[config.mk]
export PLATFORM = sky130hd
export DESIGN_NAME = mem_rd_arbiter
export DESIGN_NICKNAME = d
export VERILOG_FILES = /design/src/rtl/mem_rd_arb_pkg.sv /design/src/rtl/mem_rd_rr_pick.sv /design/src/rtl/mem_rd_arbiter.sv
export SDC_FILE = /design/constraint.sdc
export NUM_CORES = 1
export LEC_CHECK = 0
export CAP_MARGIN = 20
export CELL_PAD_IN_SITES_DETAIL_PLACEMENT = 1
export CELL_PAD_IN_SITES_GLOBAL_PLACEMENT = 2
export CORE_ASPECT_RATIO = 1.4
export CORE_MARGIN = 2
export CORE_UTILIZATION = 22
export DETAILED_ROUTE_END_ITERATION = 16
export PLACE_DENSITY = 0.87
export REMOVE_ABC_BUFFERS = 1
export SYNTH_ARGS = -nofsm -noshare
export SYNTH_HDL_FRONTEND = slang
export SYNTH_SLANG_ARGS = --single-unit
export TNS_END_PERCENT = 100
[constraint.sdc]
create_clock -name aclk -period 4.9 [get_ports aclk]
set_input_delay 1.225 -clock aclk [delete_from_list [all_inputs] [get_ports aclk]]
set_output_delay 1.225 -clock aclk [all_outputs]
set_load 0.01 [all_outputs]
[src/rtl/mem_rd_arb_pkg.sv]
// Shared types and constants for the memory read arbiter.
// The arbiter prefixes each forwarded ARID with the requester index so
// read data can be routed back without any lookup table.
package mem_rd_arb_pkg;

  localparam int ID_PFX_W  = 2;   // requester index carried in the top ARID bits
  localparam int OUT_CNT_W = 4;   // per-requester outstanding-burst counter
  localparam int AGE_W     = 8;   // wait-cycle counter for age promotion
  localparam int SLOT_ID_W = 16;  // widest memory-side ARID the slot can carry

  typedef struct packed {
    logic [SLOT_ID_W-1:0] id;
    logic [31:0]          addr;
    logic [7:0]           len;
    logic [2:0]           size;
    logic [1:0]           burst;
  } ar_slot_t;

  // one-hot (up to 4 requesters) to index
  function automatic logic [ID_PFX_W-1:0] oh_to_idx(input logic [3:0] oh);
    oh_to_idx = '0;
    for (int i = 0; i < 4; i++)
      if (oh[i]) oh_to_idx = ID_PFX_W'(i);
  endfunction

endpackage

[src/rtl/mem_rd_rr_pick.sv]
// Combinational grant picker: aged requesters (lowest index first) win,
// otherwise round-robin starting at rr_ptr. Output is one-hot or zero.
module mem_rd_rr_pick
  import mem_rd_arb_pkg::*;
#(
  parameter int NUM_REQ = 3
) (
  input  logic [NUM_REQ-1:0]  eligible,
  input  logic [ID_PFX_W-1:0] rr_ptr,
  input  logic [NUM_REQ-1:0]  aged,
  output logic [NUM_REQ-1:0]  grant
);

  logic [NUM_REQ-1:0] aged_elig;
  assign aged_elig = eligible & aged;

  // descending loops so the last hit (lowest index / nearest rr_ptr) wins
  always_comb begin
    int idx;
    idx   = 0;
    grant = '0;
    if (|aged_elig) begin
      for (int i = NUM_REQ-1; i >= 0; i--)
        if (aged_elig[i]) grant = NUM_REQ'(1) << i;
    end else begin
      for (int o = NUM_REQ-1; o >= 0; o--) begin
        idx = (int'(rr_ptr) + o) % NUM_REQ;
        if (eligible[idx]) grant = NUM_REQ'(1) << idx;
      end
    end
  end

endmodule

[src/rtl/mem_rd_arbiter.sv]
// N-to-1 AXI read-address arbiter with a one-entry AR slice and
// combinational read-data routing by ARID prefix.
// Optional feature: define MEM_RD_ARB_AGE_EN to add per-requester age
// counters that promote long-waiting requesters over round-robin order.
module mem_rd_arbiter
  import mem_rd_arb_pkg::*;
#(
  parameter  int NUM_REQ   = 3,
  parameter  int SLV_ID_W  = 4,
  parameter  int MAX_OUT   = 4,
  parameter  int AGE_LIMIT = 64,
  localparam int MST_ID_W  = SLV_ID_W + ID_PFX_W
) (
  input  logic                         aclk,
  input  logic                         areset,
  input  logic [NUM_REQ-1:0]           s_ar_valid,
  output logic [NUM_REQ-1:0]           s_ar_ready,
  input  logic [NUM_REQ*SLV_ID_W-1:0]  s_ar_id,
  input  logic [NUM_REQ*32-1:0]        s_ar_addr,
  input  logic [NUM_REQ*8-1:0]         s_ar_len,
  input  logic [NUM_REQ*3-1:0]         s_ar_size,
  input  logic [NUM_REQ*2-1:0]         s_ar_burst,
  output logic [NUM_REQ-1:0]           s_r_valid,
  input  logic [NUM_REQ-1:0]           s_r_ready,
  output logic [31:0]                  s_r_data,
  output logic [SLV_ID_W-1:0]          s_r_id,
  output logic [1:0]                   s_r_resp,
  output logic                         s_r_last,
  output logic                         m_ar_valid,
  input  logic                         m_ar_ready,
  output logic [MST_ID_W-1:0]          m_ar_id,
  output logic [31:0]                  m_ar_addr,
  output logic [7:0]                   m_ar_len,
  output logic [2:0]                   m_ar_size,
  output logic [1:0]                   m_ar_burst,
  input  logic                         m_r_valid,
  output logic                         m_r_ready,
  input  logic [MST_ID_W-1:0]          m_r_id,
  input  logic [31:0]                  m_r_data,
  input  logic [1:0]                   m_r_resp,
  input  logic                         m_r_last,
  output logic                         rid_err
);

  ar_slot_t                          slot_q, slot_d;
  logic                              slot_vld, arb_en, can_load, grant_any, k_ok;
  logic [ID_PFX_W-1:0]               rr_ptr, gidx, k;
  logic [NUM_REQ-1:0]                eligible, aged, grant_oh, r_done;
  logic [NUM_REQ-1:0][OUT_CNT_W-1:0] outstanding;

  // arb_en holds off grants for the first cycle after reset release
  assign can_load   = arb_en & (~slot_vld | m_ar_ready);
  assign s_ar_ready = can_load ? grant_oh : '0;
  assign grant_any  = |s_ar_ready;
  assign gidx       = oh_to_idx(4'(grant_oh));

  // a requester at its outstanding limit drops out without blocking others
  always_comb begin
    eligible = '0;
    for (int i = 0; i < NUM_REQ; i++)
      eligible[i] = s_ar_valid[i] && (int'(outstanding[i]) < MAX_OUT);
  end

  mem_rd_rr_pick #(.NUM_REQ(NUM_REQ)) u_pick (
    .eligible (eligible),
    .rr_ptr   (rr_ptr),
    .aged     (aged),
    .grant    (grant_oh)
  );

  // winner's request tagged with its index in the top ARID bits
  always_comb begin
    slot_d       = '0;
    slot_d.id    = SLOT_ID_W'({gidx, s_ar_id[gidx*SLV_ID_W +: SLV_ID_W]});
    slot_d.addr  = s_ar_addr[gidx*32 +: 32];
    slot_d.len   = s_ar_len[gidx*8 +: 8];
    slot_d.size  = s_ar_size[gidx*3 +: 3];
    slot_d.burst = s_ar_burst[gidx*2 +: 2];
  end

  // one-entry AR slice: load on grant (also when draining), else drain
  always_ff @(posedge aclk or posedge areset)
    if (areset) begin
      slot_vld <= 1'b0;
      slot_q   <= '0;
    end else if (grant_any) begin
      slot_vld <= 1'b1;
      slot_q   <= slot_d;
    end else if (m_ar_ready) begin
      slot_vld <= 1'b0;
    end

  assign m_ar_valid = slot_vld;
  assign m_ar_id    = slot_q.id[MST_ID_W-1:0];
  assign m_ar_addr  = slot_q.addr;
  assign m_ar_len   = slot_q.len;
  assign m_ar_size  = slot_q.size;
  assign m_ar_burst = slot_q.burst;

  logic unused_slot_id;
  assign unused_slot_id = ^slot_q.id[SLOT_ID_W-1:MST_ID_W];

  // round-robin pointer, post-reset enable and registered bad-ID pulse
  always_ff @(posedge aclk or posedge areset)
    if (areset) begin
      rr_ptr  <= '0;
      arb_en  <= 1'b0;
      rid_err <= 1'b0;
    end else begin
      arb_en  <= 1'b1;
      rid_err <= m_r_valid & ~k_ok;
      if (grant_any)
        rr_ptr <= (int'(gidx) == NUM_REQ-1) ? '0 : gidx + 1'b1;
    end

  // R routing: unknown prefixes are sunk so the memory side never stalls
  assign k        = m_r_id[MST_ID_W-1 -: ID_PFX_W];
  assign s_r_id   = m_r_id[SLV_ID_W-1:0];
  assign s_r_data = m_r_data;
  assign s_r_resp = m_r_resp;
  assign s_r_last = m_r_last;

  always_comb begin
    s_r_valid = '0;
    m_r_ready = 1'b1;
    r_done    = '0;
    k_ok      = 1'b0;
    for (int i = 0; i < NUM_REQ; i++)
      if (int'(k) == i) begin
        k_ok         = 1'b1;
        s_r_valid[i] = m_r_valid;
        m_r_ready    = s_r_ready[i];
        r_done[i]    = m_r_valid & s_r_ready[i] & m_r_last;
      end
  end

  // outstanding bursts: +1 on AR grant, -1 on accepted last beat
  always_ff @(posedge aclk or posedge areset)
    if (areset) outstanding <= '0;
    else
      for (int i = 0; i < NUM_REQ; i++)
        if (s_ar_ready[i] && !r_done[i])      outstanding[i] <= outstanding[i] + 1'b1;
        else if (!s_ar_ready[i] && r_done[i]) outstanding[i] <= outstanding[i] - 1'b1;

`ifdef MEM_RD_ARB_AGE_EN
  logic [NUM_REQ-1:0][AGE_W-1:0] age;

  // saturating wait counters, cleared by a grant
  always_ff @(posedge aclk or posedge areset)
    if (areset) age <= '0;
    else
      for (int i = 0; i < NUM_REQ; i++)
        if (s_ar_ready[i])                        age[i] <= '0;
        else if (s_ar_valid[i] && age[i] != '1)   age[i] <= age[i] + 1'b1;

  // promotion mask fed to the picker
  always_comb begin
    aged = '0;
    for (int i = 0; i < NUM_REQ; i++)
      aged[i] = int'(age[i]) >= AGE_LIMIT;
  end
`else
  logic unused_age_cfg;
  assign aged           = '0;
  assign unused_age_cfg = (AGE_LIMIT != 0);
`endif

endmodule

==> flow_summary.json, run 1 <==
{
  "status": "complete, no violations",
  "worstHoldStart": "m_ar_addr[26]$_DFFE_PP0P_",
  "finalHoldViolCount": 0,
  "hp-class": "reg -> reg",
  "fin_nets": 1096,
  "start_util_pct": 22.3,
  "start_kind": "primary input",
  "clock_skew_ps": 9.91,
  "synth_cell_types": 51,
  "yosys_warnings": 0,
  "pin_count": 297,
  "synth_edf_count": 0,
  "final_cell_mix": "clkdlybuf4s50_1, inv_1, o211ai_1, dfrtp_1, a21oi_1",
  "syn_area_um2": 6120,
  "clock_sinks": 67,
  "htreeDepth": 3,
  "cpPeakStageDelay_ps": 500,
  "fin_util_pct": 31.9,
  "synth_fa_ha_area_share_pct": 3.64,
  "dieWidth_um": 145,
  "fin_crit_sh_pct": 94.7,
  "clk_latency_ps": 340,
  "crit_family": "buffers and inverters",
  "crit_top_cell": "clkdlybuf4s50_1",
  "dpl_cell_area_um2": 8390,
  "overflow": 0,
  "cts_root_buf": "clkbuf_16",
  "dr.pass1.iters": 4,
  "synth_mux_area_share_pct": 8.73,
  "maxSlewViolCount": 0,
  "p_leak_nw": 3.53,
  "die_h_um": 201,
  "power_density_nw_per_um2": 651,
  "area_growth_pct": 43.1,
  "fin_area_um2": 8750,
  "row_count": 72,
  "grt_first_pass_wirelength_um": 42200,
  "ys_ff_latch": 67,
  "rsz0062_at_grt": "false",
  "drc": 0,
  "final_common_cell": "clkdlybuf4s50_1",
  "synth_compound_area_share_pct": 32.7,
  "ys_seq_area_share_pct": 27.4,
  "portBuffers": 220,
  "max-vdd-ir-drop_uv": 357,
  "grt_max_degree": 65,
  "min_delay_path_depth": 2,
  "drtIter0Drc": 301,
  "crit_fanout": 4,
  "dieArea_um2": 29200,
  "r2r_start": "rr_ptr[1]$_DFFE_PP0P_",
  "cts_hold_buffers": 0,
  "wirelength_um": 27800,
  "rr_endpoint": "m_ar_size[1]$_DFFE_PP0P_",
  "core_area_um2": 27500,
  "maxSlewHeadroom_pct": 49.2,
  "rrSetupSlack_ps": 1120,
  "grt_usage_pct": 18.8,
  "postRouteAntennaNets": 0,
  "cts_tree": "done",
  "clk_pin_slew_ps": 60,
  "tightest_slew_ps": 762,
  "maxCapViolCount": 0,
  "grt_pass1_vias": 6957,
  "worstPathArrival_ps": 3420,
  "clockBufferDepth": 2,
  "finalSetupViolCount": 0,
  "end_kind": "primary output",
  "yosys-top-cells-area": "dfrtp_1, o211ai_1, mux2i_1",
  "async_reset_ff_share_pct": 100,
  "synth_top_cell_area_share_pct": 27.4,
  "path_cells": "clkdlybuf4s50_1 -> or3b_4 -> nor3b_2 -> buf_4 -> nor2_4 -> a21oi_1 -> nor2_1 -> clkdlybuf4s50_1",
  "yosys.area.top_type": "dfrtp_1",
  "fillers": 3218,
  "antenna_found_initial": 2,
  "max_clock_freq_ghz": 0.215,
  "crit_slowest_cell": "clkdlybuf4s50_1",
  "via_per_inst": 5.11,
  "hpwl_um": 18700,
  "syn_inst": 743,
  "min_to": "m_ar_addr[26]$_DFFE_PP0P_",
  "synth-main-ff-cell": "dfrtp_1",
  "synth_xor_area_share_pct": 1.72,
  "yosys.area_share.simple_pct": 8.80,
  "wire_per_inst_um": 22.1,
  "gp_congestion": 0.823,
  "critPathBufInv": 3,
  "layout_min_cycle_time_ps": 4640,
  "crit_type": "in -> out",
  "dr_total_vias": 6423,
  "synth.avg_cell_area_um2": 8.23,
  "required_ps": 3670,
  "synth_top_family_by_area": "compound AO/OA/AOI/OAI gates",
  "antenna_cells": 0,
  "cts_buffers": 9,
  "layout-drive-gt1-share_pct": 7.10,
  "rr_worst_depth": 11
}
cell usage after synthesis, types with 2 or more instances:
master     number
o211ai_1       98
buf_2           6
xnor2_1         9
o31ai_1        49
nor3b_1         3
nand3_1        52
nor2b_1         3
nor3_1          2
a21oi_1        55
nand2b_1        3
and3_1          2
xor2_1          3
mux2_2          3
o21ai_1         3
buf_6           6
inv_1         105
clkbuf_1       63
nor4b_1         5
o21ai_0         3
fa_1            3
ha_1           13
nand2_1         9
a21o_1          4
nor2_1         10
mux2i_1        50
o21bai_1        2
dfrtp_1        67
buf_4          41
o2bb2ai_1      49
worst min-delay path: cells and delay by family, from the launching register on:
family	cells	cell delay, ps
multiplexers	1	50
flip-flops	1	370
buffers and inverters	1	50
logic make-up after synthesis:
logic type      after synthesis
flops                        67
compound gates              276
buf+inv                     221
simple gates                 97
fa+ha+maj                    16
other cells                   1
xor+xnor                     12
mux                          53
power breakdown:
| part | total (mW) | leakage [nW] | switching (mW) | internal [mW] |
|---|---|---|---|---|
| logic | 3.91 | 2.59 | 2.24 | 1.67 |
| clock network | 0.733 | 0.155 | 0.273 | 0.460 |
| registers | 1.05 | 0.777 | 0.199 | 0.855 |
stage by stage:
step	hold WS, ps	power (mW)	TNS, ps	worst slack (ps)	std cells
after global placement	506	4.90	0	195	1240
after CTS	522	5.79	0	137	1256
after global routing	538	6.14	0	99.3	1257
after floorplan	486	3.40	-222500	-4220	627
after detailed placement	511	5.02	0	94.4	1240
final	514	5.70	0	258	1257
what timing repair did:
action,4_1_cts,5_1_grt
setup endpoints to repair,0,2
gates resized for setup,0,1
setup buffers,0,0
endpoints found under the hold margin,0,0
worst max path at each step:
| stage | startpoint | endpoint | slack (ps) | cells past startpoint |
|---|---|---|---|---|
| floorplan | s_ar_valid[1] | rr_ptr[1]$_DFFE_PP0P_ | -4220 | 5 |
| global placement | s_ar_valid[0] | s_ar_ready[0] | 200 | 7 |
| detailed placement | s_ar_valid[0] | m_ar_size[1]$_DFFE_PP0P_ | 90 | 10 |
| CTS | s_ar_valid[0] | s_ar_ready[0] | 140 | 7 |
| global route | s_ar_valid[2] | s_ar_ready[1] | 100 | 8 |
| finish | s_ar_valid[2] | s_ar_ready[1] | 260 | 8 |
area by class of cell:
cell class,count,area [µm²],area share (%)
multi-input cells,455,3480,39.7
well taps,370,463,5.29
flip-flops and latches,67,1680,19.2
clock buffers,10,239,2.73
repair buffers,244,2410,27.6
inverters,105,395,4.52
clock inverters,6,88.8,1.01
registers in the layout (all words and copies together) (netlist names):
signal,count
m_ar_addr,32
outstanding,12
m_ar_len,8
m_ar_id,5
m_ar_size,3
m_ar_burst,2
rr_ptr,2
arb_en,1
m_ar_valid,1
rid_err,1
metal layers:
layer	GRT usage, %	share of wire (%)	up-vias
met1	22.5	42	3207
met3	6.39	6.9	43
met4	5.13	2.1	4
li1	-	-	2943
met5	0.833	0.11	-
met2	32.0	49	226
Note: power is estimated with default switching activity, not from simulation.
==> run 2, diff against run 1 <==
- CORE_UTILIZATION: 22 -> 29
- DONT_BUFFER_PORTS: unset -> 1
- PLACE_DENSITY: 0.87 -> 0.76
==> run 2 against run 1 <==
Net effect:
- critical path depth stayed put
- highest routed layer unchanged
- final cell count shrank 27%
- global-route usage up 2.6 points
- critical endpoint is now s_ar_ready[2]
- register-to-register slack worse by 300 ps
- cell area down 28%
- fmax increased by 5.9%
- clock-buffer cell count stayed put
==> flow_summary.json, run 2 (synthesis results as in run 1) <==
{
  "post_cts.repair.setup_buffers": 0,
  "final_cells": 918,
  "row_count": 62,
  "wirelength_um": 24600,
  "antenna_cells": 0,
  "postCtsResizedCells": 0,
  "grt_first_pass_wirelength_um": 36500,
  "start_kind": "flop",
  "via_per_inst": 6.12,
  "antenna_found_initial": 0,
  "fillers": 2436,
  "overflow": 0,
  "cts_tree": "done",
  "fin_nets": 872,
  "cpPeakStageDelay_ps": 710,
  "p_leak_nw": 2.62,
  "regArea_um2": 1680,
  "grt_max_degree": 52,
  "maxSlewViolCount": 0,
  "rsz0062_at_grt": "false",
  "finalHoldViolCount": 0,
  "dr_total_vias": 5621,
  "crit_fanout": 28,
  "core_area_um2": 20600,
  "start_util_pct": 29.6,
  "hpwl_um": 17000,
  "hp-class": "reg -> reg",
  "grt_usage_pct": 21.4,
  "final_cell_mix": "inv_1, o211ai_1, dfrtp_1, a21oi_1, nand3_1",
  "p_total_mw": 5.02,
  "maxCapViolCount": 0,
  "crit_type": "reg -> out",
  "largest_reg_flops": 32,
  "clock_skew_ps": 8.67,
  "pin_count": 297,
  "finalSetupViolCount": 0,
  "clockBufferDepth": 2,
  "layout_min_cycle_time_ps": 4380,
  "postRouteAntennaNets": 0,
  "grt_pass1_vias": 6096,
  "clk_pin_slew_ps": 60,
  "drtIter0Drc": 255,
  "fin_area_um2": 6320,
  "final_common_cell": "inv_1",
  "cts_hold_buffers": 0,
  "clock_sinks": 67,
  "end_kind": "primary output",
  "required_ps": 3670,
  "tightest_slew_ps": 803,
  "worstHoldStart": "outstanding[4]$_DFFE_PP0P_",
  "dpl.cell_count": 903,
  "cts_root_buf": "clkbuf_16",
  "worstPathArrival_ps": 3160,
  "dr.pass1.iters": 4,
  "status": "complete, no violations",
  "cts_buffers": 9,
  "max_clock_freq_ghz": 0.228,
  "clk_latency_ps": 330,
  "dieArea_um2": 22300,
  "multi_input_area_um2": 3470,
  "r2r_start": "rr_ptr[1]$_DFFE_PP0P_",
  "dpl_cell_area_um2": 6040,
  "wire_per_inst_um": 26.8,
  "power_density_nw_per_um2": 794,
  "layout-drive-gt1-share_pct": 8.46,
  "path_cells": "inv_1 -> ha_1 -> nor4b_1 -> o21ba_2 -> or2_4 -> o21ai_1 -> nor2_1 -> buf_4",
  "fin_crit_sh_pct": 89.4,
  "portBuffers": 0,
  "crit_slowest_cell": "nor4b_1",
  "max-vdd-ir-drop_uv": 570,
  "gp_congestion": 0.812,
  "drc": 0,
  "die_h_um": 176,
  "htreeDepth": 3,
  "area_growth_pct": 3.33,
  "maxSlewHeadroom_pct": 45.7,
  "cp-startpoint": "rr_ptr[1]$_DFFE_PP0P_",
  "dieWidth_um": 127
}
-- run 2: per-layer routing --
layer  vias to the layer above  global-route usage, %  wire, µm
met3                        42                   8.35      2430
met1                      2815                   25.1      9580
met5                         -                   3.39        84
li1                       2492                      -         -
met2                       270                   35.4     11800
met4                         2                   7.01       643
-- run 2: final timing paths --
| path | cells past startpoint | endpoint | slack, ps |
|---|---|---|---|
| max | 8 | s_ar_ready[2] | 520 |
| min | 1 | outstanding[4]$_DFFE_PP0P_ | 520 |
| max reg2reg | 15 | outstanding[11]$_DFFE_PP0P_ | 820 |
| min reg2reg | 1 | outstanding[4]$_DFFE_PP0P_ | 520 |
| max in group asynchronous | 2 | m_ar_addr[22]$_DFFE_PP0P_ | 2970 |
| min in group asynchronous | 1 | m_ar_addr[30]$_DFFE_PP0P_ | 910 |
-- run 2: worst max-delay path: cells and delay by family, from the launching register on --
kind            cells  cell delay, ps
simple gates        3            1270
buf+inv             2             280
fa+ha+maj           1             320
flops               1             470
compound gates      2             490
-- run 2: power breakdown --
group / switching, mW / leakage [nW] / internal (mW)
registers: 0.387 / 0.777 / 0.856
clock network: 0.251 / 0.134 / 0.390
logic: 1.94 / 1.71 / 1.19
-- run 2: cell type report --
| cell class | count | area share, % |
|---|---|---|
| Clock buffer | 10 | 3.62 |
| Clock inverter | 5 | 0.871 |
| Inverter | 105 | 6.24 |
| Multi-Input combinational cell | 455 | 54.9 |
| Sequential cell | 67 | 26.5 |
| Tap cell | 256 | 5.07 |
| Timing Repair Buffer | 20 | 2.77 |
-- run 2: stage by stage --
| step | util, % | hold WS, ps | setup TNS, ps | setup WS (ps) |
|---|---|---|---|---|
| floorplan | - | 486 | -222500 | -4220 |
| global placement | 29.3 | 510 | 0 | 655 |
| detailed placement | 29.3 | 518 | 0 | 570 |
| CTS | 30.6 | 527 | 0 | 523 |
| global route | 30.6 | 579 | 0 | 358 |
| finish | 30.6 | 521 | 0 | 518 |
